$ cat config.mk
export PLATFORM = sky130hd
export DESIGN_NAME = alu_req_arbiter
export DESIGN_NICKNAME = d
export VERILOG_FILES = /design/src/rtl/alu_req_arbiter.sv
export SDC_FILE = /design/constraint.sdc
export NUM_CORES = 1
export LEC_CHECK = 0
export BUFFER_PORTS_ARGS = -buffer_cell sky130_fd_sc_hd__buf_2
export CORE_MARGIN = 4
export CORE_UTILIZATION = 39
export CTS_CLUSTER_SIZE = 14
export DETAILED_ROUTE_END_ITERATION = 6
export HOLD_SLACK_MARGIN = 0.08
export PLACE_DENSITY = 0.58
export REMOVE_ABC_BUFFERS = 1
export SLEW_MARGIN = 15
export SYNTH_ARGS = -nofsm -noshare
export SYNTH_HDL_FRONTEND = slang
export SYNTH_SLANG_ARGS = --single-unit
export TNS_END_PERCENT = 50
$ cat constraint.sdc
create_clock -name i_clk -period 2.51 [get_ports i_clk]
set_clock_uncertainty 0.2 [all_clocks]
set_input_delay 0.502 -clock i_clk [delete_from_list [all_inputs] [get_ports i_clk]]
set_output_delay 0.502 -clock i_clk [all_outputs]
set_load 0.01 [all_outputs]
$ cat src/rtl/alu_req_arbiter.sv
// Round-robin arbiter and sequencer sharing one ALU between N requesters.
// Grants one requester, pulses ALU start, waits for done or watchdog, then acks.
module alu_req_arbiter #(
    parameter  int unsigned N       = 4,
    parameter  int unsigned TIMEOUT = 16,
    localparam int unsigned BITS    = $clog2(N),
    localparam int unsigned TW      = $clog2(TIMEOUT + 1)
) (
    input  logic            i_clk,
    input  logic            i_rst_n,
    input  logic [N-1:0]    i_req,
    input  logic            i_alu_done,
    output logic [N-1:0]    o_gnt,
    output logic [BITS-1:0] o_gnt_idx,
    output logic            o_busy,
    output logic            o_alu_start,
    output logic [N-1:0]    o_ack,
    output logic            o_timeout,
    output logic [7:0]      o_err_cnt
);

    typedef enum logic [1:0] {StIdle, StIssue, StWait, StDone} state_e;

    state_e          state_q;
    logic [BITS-1:0] last_q;
    logic [TW-1:0]   timer_q;
    logic            to_flag_q;

    logic [BITS-1:0] pick_idx;
    logic [N-1:0]    pick_oh;
    logic            pick_found;

    // Scan last+1, last+2, ... mod N and take the first active request.
    always_comb begin
        pick_idx   = '0;
        pick_found = 1'b0;
        for (int unsigned i = 1; i <= N; i++) begin
            logic [BITS-1:0] cand;
            cand = BITS'((32'(last_q) + i) % N);
            if (!pick_found && i_req[cand]) begin
                pick_idx   = cand;
                pick_found = 1'b1;
            end
        end
        pick_oh = {{(N-1){1'b0}}, 1'b1} << pick_idx;
    end

    always_ff @(posedge i_clk or negedge i_rst_n) begin
        if (!i_rst_n) begin
            state_q     <= StIdle;
            o_gnt       <= '0;
            o_gnt_idx   <= '0;
            o_busy      <= 1'b0;
            o_alu_start <= 1'b0;
            o_ack       <= '0;
            o_timeout   <= 1'b0;
            o_err_cnt   <= 8'd0;
            timer_q     <= '0;
            to_flag_q   <= 1'b0;
            last_q      <= BITS'(N - 1);
        end else begin
            o_alu_start <= 1'b0;
            o_ack       <= '0;
            o_timeout   <= 1'b0;
            unique case (state_q)
                StIdle: begin
                    if (pick_found) begin
                        o_gnt       <= pick_oh;
                        o_gnt_idx   <= pick_idx;
                        o_busy      <= 1'b1;
                        o_alu_start <= 1'b1;
                        state_q     <= StIssue;
                    end
                end
                StIssue: begin
                    timer_q <= '0;
                    state_q <= StWait;
                end
                StWait: begin
                    // Done has priority over a simultaneous watchdog expiry.
                    if (i_alu_done) begin
                        o_ack   <= o_gnt;
                        state_q <= StDone;
                    end else if (timer_q == TW'(TIMEOUT - 1)) begin
                        o_ack     <= o_gnt;
                        o_timeout <= 1'b1;
                        to_flag_q <= 1'b1;
                        if (o_err_cnt != 8'hFF) begin
                            o_err_cnt <= o_err_cnt + 8'd1;
                        end
                        state_q <= StDone;
                    end else begin
                        timer_q <= timer_q + TW'(1);
                    end
                end
                StDone: begin
                    last_q    <= o_gnt_idx;
                    o_gnt     <= '0;
                    o_busy    <= 1'b0;
                    to_flag_q <= 1'b0;
                    state_q   <= StIdle;
                end
                default: state_q <= StIdle;
            endcase
        end
    end

endmodule

# [Word-level counts from Yosys, hierarchy flattened]
# Cells that the tools add are included.
[classes] n_addsub=6 magnitude_cmp=4 n_eq_ne=9 shift=1 n_mux=35 bitwise_logic=1 n_reduce_logical=14
[ops] op="4-bit two-way mux" count=4
[ops] op="1-bit two-way mux" count=14
[ops] op="2-bit two-way mux" count=7
[ops] op="2-bit by 3-bit < comparator with 1-bit output, second input constant" count=4
[ops] op="5-bit two-way mux" count=2
[ops] op="5-bit one-hot mux with 2 select lines" count=1
[ops] op="8-bit by 1-bit adder with 8-bit output, second input constant" count=1
[ops] op="1-bit binary-select mux with 2-bit select" count=4
[ops] op="8-bit != test, second input constant" count=1
[ops] op="2-bit one-hot mux with 4 select lines" count=1
[ops] op="4-bit one-hot mux with 2 select lines" count=1
[ops] op="2-bit != test, second input constant" count=3
[ops] op="2-bit AND reduction" count=3
[ops] op="5-bit by 1-bit adder with 5-bit output, second input constant" count=1
[ops] op="5-bit by 4-bit == test with 1-bit output, second input constant" count=1
[ops] op="2-bit by 1-bit adder with 2-bit output, second input constant" count=2
[ops] op="2-bit adder, second input constant" count=2
[ops] op="2-bit == test, second input constant" count=2
[ops] op="4-bit AND reduction" count=1
[ops] op="2-bit nonzero test" count=2
[ops] op="1-bit by 2-bit left shift with 4-bit output, first input constant" count=1
[ops] op="1-bit logical AND" count=3
[ops] op="1-bit logical NOT" count=3
[ops] op="3-bit != test, second input constant" count=1
[ops] op="5 further kinds" count=5
[totals] ff_bits=30 in_bits=7 out_inout_bits=21 elab_cells=80

# [Logic depth before layout (Yosys ltp)]
[logic_depth] ltp_word=16 depth_mapped=8 ltp_nobuf=7

# [Worst setup path after synthesis]
# No wires, ideal clock.
[synth_timing] kind="flip-flop to flip-flop" from="reg timer_q[0]" to="reg timer_q[1]" setup_ns=0.121 arrival_time_ns=1.795 path_slack_ns=0.394 stages_incl_launch_ff=8 path_buffers=1 synth_period_minus_slack_ns=2.116 path_cell_list="dfrtp_1 -> ha_1 -> and3_1 -> ha_1 -> or2_1 -> clkbuf_1 -> mux2_2 -> a22o_1"
[synth_between] elab_chain_cells=4
[synth_lines] element="from (decl)" line_no="26" rtl="logic [TW-1:0] timer_q;"
[synth_lines] element="from (signal assigned)" line_no="93" rtl="timer_q <= timer_q + TW'(1);"
[synth_lines] element="5-bit by 1-bit adder with 5-bit output" line_no="93"
[synth_lines] element="5-bit two-way mux" line_no="84" rtl="end else if (timer_q == TW'(TIMEOUT - 1)) begin"
[synth_lines] element="5-bit two-way mux" line_no="81" rtl="if (i_alu_done) begin"
[synth_lines] element="5-bit one-hot mux with 2 select lines" line_no="65" rtl="unique case (state_q)"
# Parallel ways exist; a longest one is shown, timed or not. The select of a mux whose other input is x is not followed.
# A chain may end at the register's enable or synchronous reset.

# [Final worst setup path]
# Ends and elaborated chain as after synthesis.

==> flow_metrics.py <==
metrics = {
    "timing": {
        "holdWs_ns": 0.310,
        "setup_viol": 0,
        "fin_tns_setup_ns": 0,
        "max_freq_ghz": 0.460,
        "worst_pin_slew_ns": 0.687,
        "hold_viol_final": 0,
        "post-route-period-util_pct": 86.7,
        "maxSlewHeadroom_pct": 54.2,
        "rsz0062_at_grt": "no",
        "post-route-min-period_ns": 2.17,
        "maxSlewViolCount": 0,
    },
    "floorplanning": {
        "num_rows": 22,
        "io_pins": 28,
        "die_w_um": 70.8,
        "start_util_pct": 41.0,
        "core_sq_um": 3740,
        "die_h_um": 70.8,
        "dieArea_sq_um": 5010,
    },
    "drt": {
        "drcViolationCount": 0,
        "num_vias": 1152,
        "dr.pass1.iters": 6,
        "wirelength_um": 3080,
        "drt_iter0_drc": 64,
        "final_antenna_net_count": 0,
        "wl_per_cell_um": 13.7,
        "routed_via_density": 5.12,
    },
    "power_and_ir_drop": {
        "p_sw_w": 0.000627,
        "swShare_pct": 32.7,
        "power.density_nw_per_um2": 1020,
        "power_frac_comb_pct": 30.4,
        "seq_power_share_pct": 37.7,
        "cellInternalPower_w": 0.00129,
        "pwr-share-clk_pct": 31.9,
        "peakVddDrop_mv": 0.579,
        "p_leak_nw": 0.972,
        "power.total_w": 0.00192,
    },
    "worst_hold_path": {
        "worstHoldStart": "o_gnt_idx[1]",
        "holdPathStages": 2,
        "hold_end": "o_gnt_idx[1]",
        "hold_path.class": "reg2reg",
    },
    "global_routing": {
        "grt_usage_pct": 14.0,
        "antenna_found_initial": 0,
        "top_usage_layer": "met2",
        "globalRouteMet3Util_pct": 4.26,
        "first_global_vias": 1181,
        "grtUsageMet1_pct": 17.7,
        "grt.overflow.total": 0,
        "grt_use_met2_pct": 22.3,
        "grt_pass1_wl_um": 5540,
        "grt_max_degree": 31,
    },
    "synth": {
        "synthAdderAreaFrac_pct": 6.51,
        "yosysWarnings": 0,
        "synth_xor_area_share_pct": 3.42,
        "ys_seq_elements": 30,
        "yosysUniqueCellTypes": 39,
        "muxShareOfSynthArea_pct": 4.97,
        "synth_area_sq_um": 1540,
        "syn_avg_cell_area_sq_um": 10.6,
        "synth_top_family_by_area": "simple AND/OR/NAND/NOR gates",
        "async_flop_share_pct": 100,
        "ys_seq_area_share_pct": 49.0,
        "synth_ff_type": "dfrtp_1",
        "synth-compound-area-share_pct": 12.0,
        "synth-edff-count": 0,
        "synthCells": 145,
        "synthSimpleGateAreaFrac_pct": 21.5,
    },
    "cts": {
        "cts_buffer_depth": 2,
        "path_clk_slew_ns": 0.07,
        "cts_sinks": 30,
        "cts_tree": "built",
        "clkLatencyLatePin_ns": 0.28,
        "post_cts_buffers": 0,
        "htreeDepth": 2,
        "cts-root-buf": "clkbuf_8",
        "cts_made_buffers": 5,
    },
    "critical_path": {
        "required_ns": 2.48,
        "cp-end-kind": "flip-flop",
        "cp_max_fo": 6,
        "arrival_ns": 2.15,
        "ff2ff_setup_slack_ns": 0.34,
        "r2r-end": "timer_q[1]",
        "r2r_cells": 6,
        "worstSetupPathType": "reg2reg",
        "crit_path_start": "timer_q[0]",
        "timing.rr.start": "timer_q[0]",
        "start_kind": "flip-flop",
    },
    "cells_and_area": {
        "layout-drive-gt1-share_pct": 29.4,
        "mostFrequentLayoutCell": "dfrtp_1",
        "finalNetCount": 191,
        "design_area_sq_um": 1870,
        "diodes": 0,
        "mostFrequentLayoutCells": "dfrtp_1 (28), buf_2 (27), nand2_1 (11), nor2_1 (9), a21oi_1 (9)",
        "area_growth_pct": 21.7,
    },
    "placed_design": {
        "place.gp.congestion": 0.799,
        "placed_cell_area_sq_um": 1720,
        "dpl.hpwl_um": 2250,
        "io_buffers": 27,
    },
    "flow_run": {
        "drv_cap": 0,
    },
    "status": {
        "status": "completed",
    },
}
-- layout make-up --
cell class | instances | area [sq um]
inverter | 5 | 18.8
fill | 358 | 1870
timing repair buffer | 29 | 153
clock inverter | 2 | 60.1
sequential | 30 | 753
multi-input combinational | 105 | 743
tap | 48 | 60.1
clock buffer | 6 | 82.6
-- worst max path at each step --
stage / slack (ns) / end / depth (start not counted)
2_1_floorplan: 0.45 / o_err_cnt[6] / 6
3_3_place_gp: 0.41 / timer_q[1] / 6
3_5_place_dp: 0.35 / timer_q[1] / 6
4_1_cts: 0.33 / timer_q[1] / 6
5_1_grt: 0.15 / o_err_cnt[6] / 7
6_report: 0.34 / timer_q[1] / 6
-- cells by family after synthesis --
group,count (synthesis)
AND/OR/NAND/NOR,55
AO/OA/AOI/OAI,29
multiplexers,7
flip-flops,30
XOR/XNOR,6
adder cells (fa/ha/maj),8
buffers and inverters,10
-- registers in the layout, summed over array words and instances, names as in the netlist --
register / flops
o_timeout: 1
o_gnt: 4
o_ack: 4
timer_q: 5
o_busy: 1
o_alu_start: 1
state_q: 2
o_gnt_idx: 2
o_err_cnt: 8
last_q: 2
-- critical path, cell delays in order (launching register included) --
cell and delay [ns]:
dfrtp_1 0.43, ha_1 0.23, and3_1 0.18, ha_1 0.19, or2_1 0.31, mux2_2 0.29, a22o_1 0.22
-- metal layers --
metal  vias up  part of all wire [%]
li1        578                     -
met1       540                    46
met2        28                    46
met3         6                   6.1
met4         0                   1.7
met5         -                     0
-- power by group through the flow --
stage / Sequential, W / Combinational (W) / Clock (W)
after floorplan: 0.000732 / 0.000384 / 0
after global placement: 0.000725 / 0.000577 / 0
after global routing: 0.000743 / 0.000674 / 0.000655
after detailed placement: 0.000731 / 0.000588 / 0
final: 0.000722 / 0.000584 / 0.000611
after CTS: 0.000725 / 0.000593 / 0.000626
-- cells in the mapped netlist, types with 2 or more instances --
master / count / share of area, %
nor3b_1: 3 / 1.5
and3_1: 8 / 3.3
o21a_1: 2 / 0.98
mux2i_1: 2 / 1.3
dfstp_2: 2 / 3.4
buf_2: 2 / 0.65
ha_1: 8 / 6.5
and3_2: 2 / 0.98
a21oi_1: 9 / 2.9
a21o_1: 2 / 0.98
nand2_1: 11 / 2.7
nor2_1: 9 / 2.2
nand4_1: 4 / 1.6
nand3_1: 2 / 0.65
mux2_2: 5 / 3.7
clkbuf_1: 3 / 0.73
dfrtp_1: 28 / 46
nand2b_1: 4 / 1.6
and3b_1: 2 / 1.1
inv_1: 5 / 1.2
o21ai_0: 8 / 2.6
and4_1: 2 / 1.1
xnor2_1: 5 / 2.9
o21ai_2: 2 / 1.1
-- metrics by stage --
step	utilization, %	cells	setup WS, ns
after floorplan	-	140	0.450
after global placement	45.9	216	0.410
after detailed placement	45.9	216	0.349
after CTS	50.0	225	0.328
after global routing	50.0	225	0.154
final	50.0	225	0.335
-- repair_timing --
item	in CTS	in global routing
hold buffers	1	0
endpoints found under the hold margin	11	0
gates resized for setup	0	0
No activity file was read; power rests on OpenSTA's default activity.
